<file path="config.mk">
export PLATFORM = sky130hd
export DESIGN_NAME = pw_pattern_matcher
export DESIGN_NICKNAME = d
export VERILOG_FILES = /design/src/rtl/pw_pattern_matcher_pkg.sv /design/src/rtl/pw_pattern_matcher_window_cmp.sv /design/src/rtl/pw_pattern_matcher.sv
export SDC_FILE = /design/constraint.sdc
export NUM_CORES = 1
export LEC_CHECK = 0
export BUFFER_PORTS_ARGS = -buffer_cell sky130_fd_sc_hd__buf_2
export CORE_ASPECT_RATIO = 0.8
export CORE_MARGIN = 10
export CORE_UTILIZATION = 55
export CTS_CLUSTER_DIAMETER = 30
export CTS_CLUSTER_SIZE = 12
export DETAILED_ROUTE_END_ITERATION = 8
export GPL_TIMING_DRIVEN = 0
export PLACE_DENSITY_LB_ADDON = 0.25
export SLEW_MARGIN = 15
export SYNTH_ARGS = -nofsm -noshare
export SYNTH_HDL_FRONTEND = slang
export SYNTH_HIERARCHICAL = 1
export SYNTH_SLANG_ARGS = --single-unit
</file>
<file path="constraint.sdc">
create_clock -name fe_clk -period 3.22 [get_ports fe_clk]
set_clock_uncertainty 0.1 [all_clocks]
set_input_delay 0.644 -clock fe_clk [delete_from_list [all_inputs] [get_ports fe_clk]]
set_output_delay 0.644 -clock fe_clk [all_outputs]
set_load 0.02 [all_outputs]
</file>
<file path="src/rtl/pw_pattern_matcher_pkg.sv">
// Shared encodings for the sniffed-data pattern matcher.
package pw_pattern_matcher_pkg;

    localparam logic [1:0] PW_ACTION_DISABLED   = 2'b00;
    localparam logic [1:0] PW_ACTION_SINGLE     = 2'b01;
    localparam logic [1:0] PW_ACTION_CONTINUOUS = 2'b10;

    typedef enum logic [1:0] {
        PW_ST_IDLE  = 2'b00,
        PW_ST_ARMED = 2'b01,
        PW_ST_FIRED = 2'b10
    } pw_state_e;

    // 2'b11 is reserved and behaves like disabled.
    function automatic logic pw_action_enabled(input logic [1:0] action);
        return (action != PW_ACTION_DISABLED) && (action != 2'b11);
    endfunction

endpackage

</file>
<file path="src/rtl/pw_pattern_matcher_window_cmp.sv">
// Combinational masked compare of the newest neff history bytes against the pattern.
module pw_masked_window_cmp #(
    parameter int P  = 8,
    parameter int NW = 4
) (
    input  logic [8*P-1:0] window,
    input  logic [8*P-1:0] pattern,
    input  logic [8*P-1:0] mask,
    input  logic [NW-1:0]  neff,
    output logic           eq
);

    logic mism;

    // window byte 0 is newest; pattern byte 0 is oldest, so they pair up reversed.
    always_comb begin
        mism = 1'b0;
        for (int i = 0; i < P; i++) begin
            for (int j = 0; j < P; j++) begin
                if ((i < int'(neff)) && (j == int'(neff) - 1 - i)) begin
                    mism = mism | (|((window[8*i +: 8] ^ pattern[8*j +: 8]) & mask[8*j +: 8]));
                end
            end
        end
        eq = (neff != '0) && !mism;
    end

endmodule

</file>
<file path="src/rtl/pw_pattern_matcher.sv">
// Sliding-history pattern matcher on sniffed USB data; emits a registered match pulse.
//
// state | meaning
// IDLE  | disarmed; history and fill held
// ARMED | shifting in data and comparing each new window
// FIRED | single-shot match seen; data ignored until disarm
module pw_pattern_matcher
    import pw_pattern_matcher_pkg::*;
#(
    parameter int pPATTERN_BYTES     = 8,
    parameter int pMATCH_COUNT_WIDTH = 16,
    localparam int FW = $clog2(pPATTERN_BYTES + 1)
) (
    input  logic                            fe_clk,
    input  logic                            reset_i,
    input  logic                            I_arm,
    input  logic [7:0]                      I_data,
    input  logic                            I_data_wr,
    input  logic                            I_clear,
    input  logic [8*pPATTERN_BYTES-1:0]     I_pattern,
    input  logic [8*pPATTERN_BYTES-1:0]     I_pattern_mask,
    input  logic [1:0]                      I_pattern_action,
    input  logic [7:0]                      I_pattern_bytes,
    output logic                            O_match,
    output logic                            O_armed,
    output logic [FW-1:0]                   O_fill,
    output logic [pMATCH_COUNT_WIDTH-1:0]   O_match_count
);

    localparam int         P    = pPATTERN_BYTES;
    localparam logic [7:0] P_B  = 8'(P);
    localparam logic [FW-1:0] P_FW = FW'(P);

    pw_state_e            state;
    logic [8*P-1:0]       hist;
    logic [8*P-1:0]       hist_next;
    logic [FW-1:0]        fill;
    logic [FW-1:0]        fill_base;
    logic [FW-1:0]        fill_next;
    logic [FW-1:0]        neff;
    logic                 win_eq;
    logic                 match_now;

    always_comb begin
        neff = (I_pattern_bytes >= P_B) ? P_FW : FW'(I_pattern_bytes);
    end

    // Clear applies before the same-cycle byte is inserted.
    always_comb begin
        fill_base = I_clear ? '0 : fill;
        fill_next = fill_base;
        hist_next = hist;
        if (I_data_wr) begin
            hist_next = {hist[8*P-9:0], I_data};
            if (fill_base < P_FW) begin
                fill_next = fill_base + FW'(1);
            end
        end
    end

    pw_masked_window_cmp #(
        .P  (P),
        .NW (FW)
    ) u_cmp (
        .window  (hist_next),
        .pattern (I_pattern),
        .mask    (I_pattern_mask),
        .neff    (neff),
        .eq      (win_eq)
    );

    assign match_now = (state == PW_ST_ARMED) && I_arm && I_data_wr && win_eq
                       && (fill_next >= neff);

    always_ff @(posedge fe_clk or posedge reset_i) begin
        if (reset_i) begin
            state         <= PW_ST_IDLE;
            hist          <= '0;
            fill          <= '0;
            O_match       <= 1'b0;
            O_match_count <= '0;
        end else begin
            O_match <= 1'b0;
            case (state)
                PW_ST_IDLE: begin
                    if (I_arm && pw_action_enabled(I_pattern_action) && (neff != '0)) begin
                        state         <= PW_ST_ARMED;
                        fill          <= '0;
                        O_match_count <= '0;
                    end
                end
                PW_ST_ARMED: begin
                    if (!I_arm) begin
                        state <= PW_ST_IDLE;
                    end else begin
                        hist <= hist_next;
                        fill <= fill_next;
                        if (match_now) begin
                            O_match <= 1'b1;
                            if (!(&O_match_count)) begin
                                O_match_count <= O_match_count + 1'b1;
                            end
                            // Continuous mode restarts the window so matches never overlap.
                            if (I_pattern_action == PW_ACTION_CONTINUOUS) begin
                                fill <= '0;
                            end else begin
                                state <= PW_ST_FIRED;
                            end
                        end
                    end
                end
                PW_ST_FIRED: begin
                    if (!I_arm) begin
                        state <= PW_ST_IDLE;
                    end
                end
                default: state <= PW_ST_IDLE;
            endcase
        end
    end

    assign O_armed = (state == PW_ST_ARMED);
    assign O_fill  = fill;

endmodule

</file>
=== After elaboration in Yosys (flattened, before gate mapping) ===
Index checks and enable logic that the tools add are counted.

* Add/subtract/negate cells: 10
* Multiply operators: 0
* Divide/modulo/power cells: 0
* Magnitude comparators: 11
* Equal/unequal tests: 67
* Shift-type cells: 0
* Muxes and demuxes: 88
* Bitwise logic cells: 191
* Reduce and logical (&&, ||, !) cells: 154

{| class="wikitable"
|+ Operators by type and width
! cell !! number
|-
| 4-bit by 32-bit equality test with 1-bit output, first input constant || 32
|-
| 8-bit AND || 64
|-
| 3-bit by 32-bit equality test with 1-bit output, first input constant || 16
|-
| 8-bit OR reduction || 64
|-
| 8-bit XOR || 64
|-
| 2-bit by 32-bit equality test with 1-bit output, first input constant || 8
|-
| 32-bit logical NOT || 8
|-
| 32-bit by 4-bit subtractor with 32-bit output, second input constant || 4
|-
| 1-bit logical AND || 72
|-
| 1-bit two-way mux || 67
|-
| 16-bit two-way mux || 4
|-
| 64-bit two-way mux || 1
|-
| 32-bit by 3-bit subtractor with 32-bit output, second input constant || 2
|-
| 1-bit OR || 63
|-
| 4-bit two-way mux || 8
|-
| 16-bit one-hot mux with 2 select lines || 1
|-
| 32-bit by 2-bit subtractor with 32-bit output, second input constant || 1
|-
| 16-bit by 1-bit adder with 16-bit output, second input constant || 1
|-
| 3-bit by 4-bit < comparator with 1-bit output, first input constant || 4
|-
| 16-bit AND reduction || 1
|-
| 2-bit two-way mux || 5
|-
| 2-bit != test, second input constant || 5
|-
| 8-bit by 4-bit greater-or-equal comparator with 1-bit output, second input constant || 1
|-
| 1-bit by 4-bit < comparator with 1-bit output, first input constant || 2
|-
| 20 further kinds || 23
|}

* Register bits: 87
* Latch bits: 0
* Bits in writable memories: 0
* ROM bits: 0
* Bits of input ports: 151
* Output and inout bits: 22
* Logic and storage cells: 526
* Memories kept: 0

=== Logic depth before layout (Yosys ltp) ===
Gate-level depths: netlist of run 1.

* Word-level depth: 139
* Gate-level depth with buffers: 27
* Depth with buffers taken out: 25

=== Cells and area by module ===
The synthesis of run 1 kept the hierarchy.

{| class="wikitable"
|+ Modules (own cells, without submodules)
! module !! times used !! cells each !! area an instance (sq um) !! seq. area each (sq um)
|-
| pw_masked_window_cmp || 1 || 1,258 || 9,320.2 || 0.0
|-
| pw_pattern_matcher || 1 || 502 || 4,600.7 || 2,177.1
|}

=== Least setup slack after synthesis of run 1 ===
OpenSTA, ideal clock, no wires.

* Path type: input to register
* Start point: in I_pattern_bytes[6]
* End point: reg O_match_count[0]
* Setup time: 0.133 ns
* Arrival: 6.303 ns
* Slack: -3.316 ns
* Stages on the path: 27
* Path buffers: 5
* Path through: or4_4 nor2_4 nand2_1 inv_1 clkbuf_1 inv_1 ha_1 clkbuf_1 nand2_1 and2_1 clkbuf_1 nand2_1 ha_1 or4b_2 nor4_1 mux2_4 nand3_1 a21oi_1 a211oi_1 nor4bb_1 and4_1 o2111a_2 nand3_4 buf_8 buf_12 xor2_1 nor2_1

* Longest elaborated chain between the ends: 138

{| class="wikitable"
|+ RTL lines
! item !! RTL line !! text
|-
| start, declared || pw_pattern_matcher.sv:23 || <nowiki>input logic [7:0] I_pattern_bytes,</nowiki>
|-
| 8-bit by 4-bit greater-or-equal comparator with 1-bit output * || pw_pattern_matcher.sv:45 || <nowiki>neff = (I_pattern_bytes >= P_B) ? P_FW : FW'(I_pattern_bytes);</nowiki>
|-
| 4-bit two-way mux * || pw_pattern_matcher.sv:45 ||
|-
| net neff[1] || pw_pattern_matcher.sv:40 || <nowiki>logic [FW-1:0] neff;</nowiki>
|-
| 4-bit by 1-bit subtractor with 5-bit output || pw_pattern_matcher_window_cmp.sv:20 || <nowiki>if ((i < int'(neff)) && (j == int'(neff) - 1 - i)) begin</nowiki>
|-
| 32-bit logical NOT || pw_pattern_matcher_window_cmp.sv:20 ||
|-
| 1-bit logical AND || pw_pattern_matcher_window_cmp.sv:20 ||
|-
| 1-bit two-way mux || pw_pattern_matcher_window_cmp.sv:20 ||
|-
| 1-bit OR || pw_pattern_matcher_window_cmp.sv:21 || <nowiki>mism = mism | (|((window[8*i +: 8] ^ pattern[8*j +: 8]) & mask[8*j +: 8]));</nowiki>
|-
| [124 not listed] || -- ||
|-
| 1-bit two-way mux || pw_pattern_matcher_window_cmp.sv:20 ||
|-
| 1-bit logical NOT || pw_pattern_matcher_window_cmp.sv:25 || <nowiki>eq = (neff != '0) && !mism;</nowiki>
|-
| 1-bit logical AND * || pw_pattern_matcher_window_cmp.sv:25 ||
|-
| net win_eq || pw_pattern_matcher.sv:41 || <nowiki>logic win_eq;</nowiki>
|-
| 1-bit logical AND * || pw_pattern_matcher.sv:72 || <nowiki>assign match_now = (state == PW_ST_ARMED) && I_arm && I_data_wr && win_eq</nowiki>
|-
| 1-bit logical AND * || pw_pattern_matcher.sv:73 || <nowiki>&& (fill_next >= neff);</nowiki>
|-
| 2-bit by 1-bit != test with 1-bit output (no source line) * || -- ||
|-
| 5-bit AND reduction (no source line) * || -- ||
|-
| end signal, assigned || pw_pattern_matcher.sv:101 || <nowiki>O_match_count <= O_match_count + 1'b1;</nowiki>
|-
| end, declared || pw_pattern_matcher.sv:27 || <nowiki>output logic [pMATCH_COUNT_WIDTH-1:0] O_match_count</nowiki>
|}

The timed path passes the listed nets; every way through them passes the cells marked *.
A chain may end at the register's enable or synchronous reset.

=== Final worst setup path of run 1 ===
* Start point: in I_data_wr
* End point: reg O_match_count[12]

{| class="wikitable"
|+ RTL lines
! item !! RTL line !! text
|-
| start, declared || pw_pattern_matcher.sv:18 || <nowiki>input logic I_data_wr,</nowiki>
|-
| 64-bit two-way mux * || pw_pattern_matcher.sv:53 || <nowiki>if (I_data_wr) begin</nowiki>
|-
| net hist_next[9] || pw_pattern_matcher.sv:36 || <nowiki>logic [8*P-1:0] hist_next;</nowiki>
|-
| 8-bit XOR || pw_pattern_matcher_window_cmp.sv:21 ||
|-
| 8-bit AND || pw_pattern_matcher_window_cmp.sv:21 ||
|-
| 8-bit OR reduction || pw_pattern_matcher_window_cmp.sv:21 ||
|-
| 1-bit OR || pw_pattern_matcher_window_cmp.sv:21 ||
|-
| 1-bit two-way mux || pw_pattern_matcher_window_cmp.sv:20 ||
|-
| 1-bit OR || pw_pattern_matcher_window_cmp.sv:21 ||
|-
| [108 not listed] || -- ||
|-
| 1-bit two-way mux * || pw_pattern_matcher_window_cmp.sv:20 ||
|-
| 1-bit logical NOT * || pw_pattern_matcher_window_cmp.sv:25 ||
|-
| 1-bit logical AND * || pw_pattern_matcher_window_cmp.sv:25 ||
|-
| net win_eq || pw_pattern_matcher.sv:41 ||
|-
| 1-bit logical AND * || pw_pattern_matcher.sv:72 ||
|-
| 1-bit logical AND * || pw_pattern_matcher.sv:73 ||
|-
| 2-bit by 1-bit != test with 1-bit output (no source line) * || -- ||
|-
| 5-bit AND reduction (no source line) * || -- ||
|}

Marks and branches as above.

==> results of run 1 <==
[cell families (layout without fill, tap and decap cells)]
logic type,Yosys count,count (layout),share of synthesized area (%)
xor gates and xnor gates,520,520,32.9
and+or+nand+nor,399,402,13.8
AOI/OAI and AO/OA,377,377,20.2
buffers and inverters,255,345,7.15
DFF,87,87,15.6
muxes,68,68,5.52
adders and majority gates,54,54,4.85
other,0,4,0
[metrics by stage]
stage | area (um2) | setup TNS [ns] | setup WS (ns)
6_report | 15700 | -50.89 | -2.38
5_1_grt | 15700 | -53.54 | -2.51
4_1_cts | 15600 | -47.02 | -2.22
3_5_place_dp | 14700 | -74.60 | -3.40
3_3_place_gp | 14600 | -156.94 | -3.45
2_1_floorplan | 14000 | -45.24 | -2.11
[repair_timing]
item / CTS / global route
resized for setup: 60 / 30
pin swaps: 29 / 11
gates cloned: 5 / 0
setup buffers: 43 / 6
setup endpoints to repair: 23 / 23
[path summary, 6_finish.rpt]
path / endpoint / cells past startpoint / slack, ns / start
worst max-delay path: O_match_count[12]$_DFFE_PP0P_ / 16 / -2.38 / I_data_wr
worst min-delay path: hist[0]$_DFFE_PP0P_ / 2 / 0.24 / reset_i
worst max register to register: O_match_count[12]$_DFFE_PP0P_ / 14 / -1.67 / hist[1]$_DFFE_PP0P_
worst min register to register: hist[58]$_DFFE_PP0P_ / 2 / 0.38 / hist[58]$_DFFE_PP0P_
max in group asynchronous: O_match_count[2]$_DFFE_PP0P_ / 3 / 2.14 / reset_i
min in group fe_clk: hist[58]$_DFFE_PP0P_ / 2 / 0.38 / hist[58]$_DFFE_PP0P_
[where the power goes]
| group | total, uW | switching, uW | internal (uW) |
|---|---|---|---|
| registers | 1620 | 234 | 1380 |
| logic | 6670 | 4520 | 2150 |
| clock network | 1030 | 477 | 553 |
[flip-flops by register name, summed over array words and instances, names as in the netlist]
register / count
O_fill: 4
O_match: 1
O_match_count: 16
hist: 64
state: 2
[synthesized netlist by cell type (8+ instances only)]
cell type	count
dfrtp_1	87
nand2_1	240
nand3_1	21
mux2_2	66
o21ai_0	19
clkbuf_1	178
xor2_1	515
a41oi_1	24
buf_1	46
a21oi_1	21
nor2_1	19
o31ai_1	9
inv_1	25
a22oi_1	246
nor4_1	8
ha_1	54
nand4_1	48
[placed cells by master, fill, tap and decap left out, drive strengths merged, types with 3 or more instances in the layout]
master	instances
xor2	515
xnor2	5
o22ai	3
o31ai	9
or4	9
dfrtp	87
and2	3
a22o	6
diode	4
nor4	8
nor4b	6
buf	140
nand2b	7
inv	23
nand4	48
ha	54
a21oi	22
nand4b	5
o211ai	7
a41oi	24
clkbuf	175
a211oi	3
a222oi	5
or2	5
mux2	67
nor2	20
nand3	23
a221oi	5
o21ai	24
a31oi	3
nor2b	4
or3	6
nor3	4
clkinv	3
nand2	243
clkinvlp	4
a22oi	246
[cell type report]
type / count / share of cell area, %
Multi-Input combinational cell: 1421 / 70.7
Sequential cell: 87 / 13.8
Buffer: 209 / 5.74
Timing Repair Buffer: 95 / 4.61
Tap cell: 318 / 2.53
Clock buffer: 11 / 1.54
Inverter: 25 / 0.715
Clock inverter: 5 / 0.262
Antenna cell: 4 / 0.0636
[worst max-delay path, stage by stage]
cell and delay, ns:
clkbuf_1 0.30, clkbuf_1 0.51, mux2_2 0.27, clkbuf_1 0.99, xor2_1 0.15, a22o_1 0.24
a221oi_1 0.26, nand4b_1 0.29, a32oi_1 0.28, a31oi_1 0.12, nor4bb_2 0.26, and4_4 0.28
o2111a_2 0.28, nand3_4 0.15, or4_1 0.56, a21oi_1 0.13
[routing by layer]
metal  vias up  global-route usage, %  part of all wire, %
met2      1123                   56.5                   40
met1      7165                   49.5                   38
met5         -                   2.25                 0.13
met3       298                   16.7                   15
met4         4                   21.7                  6.7
li1       6325                      -                    -
==> run metrics, run 1 <==
final worst slack=-2.38 ns; #FFs+latches synth=87; Pre-antenna DRT Iters=9; gpl congestion=1.03; failing checks=setup timing; routed len/inst=about 30 um; root buffer cell=clkbuf_16; final wirelength=between 60 and 70 mm; Max FO, Critical Path=10; # setup viols final=23; DPL Wire Length=46.0 mm; GR Overflow Total=0; Slew @ Worst Pin=1.42 ns; post-placement cell count=2122; Worst-Skew Late Latency=around 0.35 ns; Max IR drop VDD=~0.42 mV; number of enable flip-flop cells after synthesis=0; post-layout util=between 60% and 70%; top post-synthesis cells by area=xor2_1, dfrtp_1, a22oi_1, nand2_1, mux2_2; vias in the first global route=between 10000 and 15000; Yosys top cell area share=32.4%; initial antenna violation count=3; CP required=about 3.4 ns; DRT iter0 DRCs=2068; Crit Path Category=input port to flip-flop; Synthesized Nets=1965; Num CTS Buffers=9; CTS tree=yes; CTS Hold Bufs=0; Area Growth Syn to Fin=13.1%; CTS sink cnt=87; DR DRC count=0; Crit. End Element=flip-flop; register area share after synthesis=between 10% and 20%; vias=14900; FFs w/ async S/R, synth=100%; Data arrival, critical path=5.77 ns; Hold Crit Class=input port to async pin; Distinct cells, synth=73; Hold Vio Cnt, Final=0; Layout Nets=2053; PortBufs=43; Max Freq=0.179 GHz; register area=2180 um2; Pleak=about 0.0076 uW; Avg Cell Area, Syn=7.91 um2; num rows=a little over 50; area of the core=roughly 25000 um2; GRT Util Overall=roughly two fifths; RSZ-0062 raised after global routing=yes; area occupied by multi-input gates=11100 um2; width of the die=between 150 and 200 um; die span in y=162 um; Vias/cell=between 6 and 7; Rel. slew slack=5.34%; total power=between 9000 and 10000 uW; Post-synth top flop=dfrtp_1; status=complete, but fails checks; largest net degree at the start of global routing=48; Mapped Cells=1760; startpoint types=input port; Mapped Area=13900 um2; H-tree level count=3; minimum clock period=5.60 ns; share of post-route cells with drive strength above 1=14.7%; Synth area leader=xor2_1; Routed Antenna Nets=0; pwr dens=just under 600 nW/um2; Reg clk slew, reported paths=0.06 ns; total die area=32100 um2; Initial Util=56.5%; Hold Slack=0.241 ns; yosys warns=6; Final Slew Violations=0; Finished Layout Cells=2175; max-cap viol count=0; post-route clock period utilization=174%; fillers=2162; first-pass GRT wire length=94.9 mm; I/O pin count=between 150 and 200; clock buffer depth=2
Note: power is estimated with default switching activity, not from simulation.
==> run 2: changes to the inputs <==
--- a/config.mk
+++ b/config.mk
@@ -6,9 +6,11 @@
 export NUM_CORES = 1
 export LEC_CHECK = 0
 export BUFFER_PORTS_ARGS = -buffer_cell sky130_fd_sc_hd__buf_2
+export CELL_PAD_IN_SITES_DETAIL_PLACEMENT = 0
+export CELL_PAD_IN_SITES_GLOBAL_PLACEMENT = 1
 export CORE_ASPECT_RATIO = 0.8
 export CORE_MARGIN = 10
-export CORE_UTILIZATION = 55
+export CORE_UTILIZATION = 49
 export CTS_CLUSTER_DIAMETER = 30
 export CTS_CLUSTER_SIZE = 12
 export DETAILED_ROUTE_END_ITERATION = 8
==> constraint.sdc (replaced) <==
create_clock -name fe_clk -period 7.1 [get_ports fe_clk]
set_clock_uncertainty 0.1 [all_clocks]
set_input_delay 1.42 -clock fe_clk [delete_from_list [all_inputs] [get_ports fe_clk]]
set_output_delay 1.42 -clock fe_clk [all_outputs]
set_load 0.02 [all_outputs]
==> run 2 against run 1 <==
Against the previous run:
- the flow now finishes without violations
- via count shrank 3.3%
- cell count grew 0.64%
- flip-flop and latch count is the same
- design area shrank 4.9%
- global-route usage shrank 5.2 points
- register-to-register slack gained 3.9 ns
- worst hold slack gained 0.13 ns
- largest cell class unchanged
- power shrank 55%
- clock power shrank 51%
- highest routed layer unchanged
- non-clock buffer count shrank 32
- sequential power shrank 54%
- utilization shrank 11 points
==> run metrics, run 2 (synthesis gave the netlist of run 1 again) <==
Hold Vio Cnt, Final=0 (unchanged); Slew @ Worst Pin=1.45 ns (was 1.42 ns); Area Growth Syn to Fin=7.54% (was 13.1%); max-cap viol count=0 (unchanged); P_sw=2340 uW (was 5230 uW); gpl congestion=1.02 (was 1.03); Routed Antenna Nets=0 (unchanged); Crit Reg-Reg Endpoint=O_match_count[13]$_DFFE_PP0P_ (was O_match_count[12]$_DFFE_PP0P_); Comb pwr share=70.4% (was 71.6%); Max IR drop VDD=0.229 mV (was 0.417 mV); die span in y=171 um (was 162 um); final wirelength=64.7 mm (was 66.3 mm); max reg flops=64 (unchanged); DRT iter0 DRCs=1955 (was 2068); # setup viols final=0 (was 23); Reg-to-Reg Start=hist[24]$_DFFE_PP0P_ (was hist[1]$_DFFE_PP0P_); Reg2Reg Setup Slack=2.18 ns (was -1.67 ns); Vias/cell=6.59 (was 6.86); Pre-antenna DRT Iters=6 (was 9); Setup crit start=I_data_wr (unchanged); switching share of power=55.5% (was 56.1%); DPL Wire Length=45.3 mm (was 46.0 mm); clock buffer depth=2 (unchanged); Worst-Skew Late Latency=0.36 ns (was 0.35 ns); pwr dens=281 nW/um2 (was 592 nW/um2); Cells on Worst Hold Path=2; Max FO, Critical Path=10 (unchanged); RSZ-0062 raised after global routing=yes (unchanged); Max Freq=0.143 GHz; CP delay by family, top=buffers and inverters (unchanged); Top reg by flops=hist (unchanged); H-tree level count=3 (unchanged); Hold EP=hist[63]$_DFFE_PP0P_; post-route clock period utilization=98.4%; share of post-route cells with drive strength above 1=9.02% (was 14.7%); width of the die=208 um (was 198 um); routed len/inst=29.5 um (was 30.5 um); area of the core=28100 um2 (was 24600 um2); Num CTS Buffers=9 (unchanged); Clk pwr share=11.9% (was 11.1%); minimum clock period=around 7 ns; Layout Nets=2019 (was 2053); initial antenna violation count=1 (was 3); first-pass GRT wire length=91.6 mm (was 94.9 mm); Slowest-stage cell, CP=clkbuf_1 (unchanged); Reg clk slew, reported paths=0.07 ns (was 0.06 ns); Crit. End Element=flip-flop (unchanged); startpoint types=input port (unchanged); most frequent cells in the layout=xor2_1, a22oi_1, nand2_1 (unchanged); Crit Path Category=input port to flip-flop (unchanged); root buffer cell=clkbuf_16 (unchanged); CTS tree=yes (unchanged); CTS sink cnt=87 (unchanged); PortBufs=43 (unchanged); Initial Util=49.5% (was 56.5%); GRT Util Overall=34.6% (was 39.7%); critical path's largest stage delay=0.92 ns (was 0.99 ns); Rel. slew slack=3.35% (was 5.34%); Hold Crit Class=flip-flop to flip-flop (was input port to async pin); Worst Hold Launch=hist[63]$_DFFE_PP0P_; largest net degree at the start of global routing=51 (was 48); GR Overflow Total=0 (unchanged); Pleak=0.00720 uW (was 0.00756 uW); num rows=55 (was 51); total die area=35600 um2 (was 32100 um2); vias=14400 (was 14900); I/O pin count=173 (unchanged); commonest non-fill, non-tap cell in the layout=xor2_1 (unchanged); sequential fraction of design power=17.7% (was 17.4%); Antenna Cells=0 (was 4); Int Pwr=1870 uW (was 4080 uW); CP dominant cell by count=clkbuf_1 (unchanged); CP required=7.28 ns (was 3.39 ns); Final Slew Violations=0 (unchanged); vias in the first global route=13500 (was 14600); Hold Slack=0.375 ns (was 0.241 ns); post-layout util=53.2% (was 63.9%); WP buf/inv=4 (was 3); Data arrival, critical path=7.16 ns (was 5.77 ns); DR DRC count=0 (unchanged); status=finished, final reports clean (was complete, but fails checks); worst path cell trace=clkbuf_1 > buf_2 > buf_1 > mux2_2 > clkbuf_1 > xor2_1 > a22oi_1 > a41oi_1 > o31ai_1 > o2111ai_1 > nor4_1 > nor4bb_1 > and4_1 > o2111a_2 > nand2_1 > or4_1 > a21oi_1 (was clkbuf_1 > clkbuf_1 > mux2_2 > clkbuf_1 > xor2_1 > a22o_1 > a221oi_1 > nand4b_1 > a32oi_1 > a31oi_1 > nor4bb_2 > and4_4 > o2111a_2 > nand3_4 > or4_1 > a21oi_1); worst reg-to-reg path cell count=14 (unchanged)
-- run 2: cell count changes in the layout (fill, tap and decap cells not counted), sizes merged, moves of 2 or more --
cell	delta
clkinv	-2
diode	-4
clkbuf	+11
inv	+3
buf	-44
-- run 2: through the flow --
| stage | area, um2 | power, uW | setup WS, ns | TNS [ns] | cells |
|---|---|---|---|---|---|
| floorplan | 13900 | 2590 | 0.109 | 0 | 1760 |
| global placement | 14600 | 3500 | -1.15 | -21.85 | 2173 |
| detailed placement | 14600 | 3550 | -1.30 | -25.01 | 2174 |
| CTS | 15000 | 4060 | 0.0460 | 0 | 2191 |
| global route | 15000 | 4340 | -0.00112 | -0.00112 | 2189 |
| finish | 15000 | 4210 | 0.116 | 0 | 2189 |
-- run 2: final cells by class --
| type | count | area [um2] |
|---|---|---|
| Buffer | 227 | 898 |
| Clock buffer | 10 | 229 |
| Clock inverter | 6 | 67.6 |
| Fill cell | 2798 | 13200 |
| Inverter | 25 | 100 |
| Multi-Input combinational cell | 1419 | 10800 |
| Sequential cell | 87 | 2180 |
| Tap cell | 370 | 463 |
| Timing Repair Buffer | 45 | 243 |
-- run 2: worst max-delay path by stage --
stage	to	slack, ns	cells after the start
after detailed placement	O_match_count[0]$_DFFE_PP0P_	-1.30	26
after global placement	O_match_count[0]$_DFFE_PP0P_	-1.15	26
after CTS	O_match_count[0]$_DFFE_PP0P_	0.05	27
after floorplan	O_match_count[0]$_DFFE_PP0P_	0.11	27
after global routing	O_match_count[0]$_DFFE_PP0P_	-0.001	26
final	O_match_count[13]$_DFFE_PP0P_	0.12	17
-- run 2: power groups by stage --
stage | Sequential (uW) | Clock (uW) | Combinational (uW)
global route | 759 | 525 | 3050
global placement | 743 | 0 | 2760
finish | 745 | 501 | 2960
CTS | 741 | 500 | 2820
detailed placement | 750 | 0 | 2800
floorplan | 701 | 0 | 1890
-- run 2: tightest hold or removal path: cells and delay by family, from the launching register on --
kind | cells | cell delay, ns
flops | 1 | 0.34
simple gates | 2 | 0.10
-- run 2: repair_timing --
item | CTS | global route
cloned | 1 | 0
resized for setup | 7 | 6
setup endpoints to repair | 23 | 17
hold buffers | 0 | 0
hold endpoints to repair | 0 | 0
setup buffers | 1 | 0
pin swaps | 2 | 0
-- run 2: per-layer routing --
layer | share of wire [%] | vias to the layer above | global-route usage (%)
met2 | 41 | 1004 | 49.8
met4 | 6.1 | 2 | 18.0
met1 | 40 | 6935 | 45.8
li1 | - | 6245 | -
met3 | 13 | 244 | 10.2
met5 | 0.014 | - | 0
==> run 3: changes to the inputs <==
==> constraint.sdc (replaced) <==
create_clock -name fe_clk -period 7.1 [get_ports fe_clk]
set_clock_uncertainty 0.1 [all_clocks]
set_input_delay 0.355 -clock fe_clk [delete_from_list [all_inputs] [get_ports fe_clk]]
set_output_delay 0.355 -clock fe_clk [all_outputs]
set_load 0.02 [all_outputs]
==> run 3 against run 2 <==
Against the previous run:
- worst hold slack got worse by 0.35 ns
- fmax increased by 4.7%
- first-iteration DRC count decreased by 6.0%
- critical path type unchanged
- critical endpoint unchanged
- largest cell class unchanged
==> run metrics, run 3 (synthesis gave the netlist of run 1 again) <==
max-cap viol count=0 (unchanged); Hold Vio Cnt, Final=0 (unchanged); CTS Hold Bufs=0 (unchanged); I/O pin count=173 (unchanged); area of the core=28100 um2 (unchanged); fillers=2757 (was 2798); Reg-to-Reg Start=hist[26]$_DFFE_PP0P_ (was hist[24]$_DFFE_PP0P_); Reg clk slew, reported paths=0.08 ns (was 0.07 ns); Pleak=0.00721 uW (was 0.00720 uW); max reg flops=64 (unchanged); Rel. slew slack=6.50% (was 3.35%); initial antenna violation count=1 (unchanged); first-pass GRT wire length=92.4 mm (was 91.6 mm); Pre-antenna DRT Iters=6 (unchanged); Post-CTS Setup Bufs=0 (was 1); Reg2Reg Setup Slack=2.03 ns (was 2.18 ns); Data arrival, critical path=6.85 ns (was 7.16 ns); Crit Path Category=input port to flip-flop (unchanged); Final Slew Violations=0 (unchanged); Initial Util=49.5% (unchanged); DR WL met3=8.55 mm (was 8.63 mm); status=finished, final reports clean (unchanged); vias in the first global route=13600 (was 13500); DR DRC count=0 (unchanged); Crit. End Element=flip-flop (unchanged); startpoint types=input port (unchanged); pwr dens=283 nW/um2 (was 281 nW/um2); PortBufs=43 (unchanged); vias=14500 (was 14400); Slew @ Worst Pin=1.40 ns (was 1.45 ns); GR Overflow Total=0 (unchanged); clock buffer depth=2 (unchanged); share of post-route cells with drive strength above 1=8.63% (was 9.02%); Layout Nets=2020 (was 2019); worst reg-to-reg path cell count=14 (unchanged); Finished Layout Cells=2190 (was 2189); width of the die=208 um (unchanged); die span in y=171 um (unchanged); most frequent cells in the layout=xor2_1, a22oi_1, nand2_1 (unchanged); Placed Area=14600 um2 (unchanged); Finished Cell Area=14900 um2 (was 15000 um2); RSZ-0062 raised after global routing=no (was yes); largest net degree at the start of global routing=53 (was 51); Crit Reg-Reg Endpoint=O_match_count[13]$_DFFE_PP0P_ (unchanged); CTS sink cnt=87 (unchanged); final wirelength=65.7 mm (was 64.7 mm); root buffer cell=clkbuf_16 (unchanged); minimum clock period=6.67 ns (was 6.98 ns); Antenna Cells=0 (unchanged); Hold Crit Class=input port to async pin (was flip-flop to flip-flop); Num CTS Buffers=9 (unchanged); total die area=35600 um2 (unchanged); CTS tree=yes (unchanged); commonest non-fill, non-tap cell in the layout=xor2_1 (unchanged); DRT met1 WL=26.3 mm (was 25.8 mm); Top Metal Used=met4 (was met5); GRT Util Overall=34.9% (was 34.6%); CTS resizes=0 (was 7); Max IR drop VDD=0.202 mV (was 0.229 mV); CP required=7.27 ns (was 7.28 ns); Top reg by flops=hist (unchanged); Routed Antenna Nets=0 (unchanged); post-placement cell count=2174 (unchanged); gpl congestion=1.01 (was 1.02); post-route clock period utilization=94.0% (was 98.4%); # setup viols final=0 (unchanged); Max Freq=0.150 GHz (was 0.143 GHz); H-tree level count=3 (unchanged); Area Growth Syn to Fin=7.37% (was 7.54%); DRT iter0 DRCs=1837 (was 1955); total power=4240 uW (was 4210 uW); Vias/cell=6.63 (was 6.59); metal2 WL=27.0 mm (was 26.3 mm); DPL Wire Length=45.9 mm (was 45.3 mm); routed len/inst=30.0 um (was 29.5 um); Max FO, Critical Path=39 (was 10); Worst-Skew Late Latency=0.35 ns (was 0.36 ns); num rows=55 (unchanged)
[run 3: per-stage QoR]
step	TNS, ns	hold slack [ns]	util [%]	worst slack, ns
after detailed placement	-0.00678	0.363	52.0	-0.00347
after global placement	-4.15	0.356	51.9	-0.327
after CTS	0	0.0570	53.1	0.309
after global routing	0	0.0756	53.1	0.0797
after floorplan	0	0.342	-	0.853
final	0	0.0275	53.1	0.428
[run 3: power breakdown]
| group | internal (uW) | switching (uW) | total, uW |
|---|---|---|---|
| registers | 627 | 117 | 743 |
| logic | 971 | 2020 | 2990 |
| clock network | 278 | 227 | 505 |
| total | 1880 | 2360 | 4240 |
[run 3: area by class of cell]
cell class	instances	area, um2	share of cell area [%]
plain buffers	230	907	6.07
clock buffers	9	225	1.51
clock inverters	7	80.1	0.536
inverters	25	96.3	0.645
multi-input cells	1418	10800	72.0
flip-flops and latches	87	2180	14.6
well taps	370	463	3.10
repair buffers	44	235	1.57
[run 3: how the worst max path moves through the flow]
| stage | from | to | slack [ns] | cells after the start |
|---|---|---|---|---|
| after floorplan | I_pattern_bytes[6] | O_match_count[0]$_DFFE_PP0P_ | 0.85 | 27 |
| after global placement | I_pattern_bytes[6] | O_match_count[0]$_DFFE_PP0P_ | -0.33 | 26 |
| after detailed placement | I_pattern_bytes[6] | O_match_count[0]$_DFFE_PP0P_ | -0.003 | 26 |
| after CTS | I_pattern_bytes[6] | O_match_count[13]$_DFFE_PP0P_ | 0.31 | 24 |
| after global routing | I_pattern_bytes[6] | O_match_count[0]$_DFFE_PP0P_ | 0.08 | 26 |
| final | I_pattern_bytes[6] | O_match_count[13]$_DFFE_PP0P_ | 0.43 | 24 |
[run 3: worst max-delay path: stages]
cell      delay [ns]
buf_2           0.09
or4_4           0.53
nor2_4          0.18
and2_1          0.51
inv_1           0.33
ha_1            0.37
clkbuf_1        0.31
nand2_4         0.44
and2_1          0.20
clkbuf_1        0.26
nand2_1         0.12
ha_1            0.28
or4b_2          0.12
nor4_1          0.05
mux2_4          0.32
o211ai_1        0.10
o211ai_1        0.15
a211oi_1        0.29
nor4bb_1        0.42
and4_1          0.30
o2111a_2        0.26
nand2_1         0.14
or4_1           0.52
a21oi_1         0.16
[run 3: per-layer routing]
| metal | up-vias | GRT usage (%) |
|---|---|---|
| li1 | 6252 | - |
| met1 | 7022 | 45.5 |
| met2 | 1008 | 51.3 |
| met3 | 239 | 10.6 |
| met4 | 0 | 17.3 |
| met5 | - | 0 |
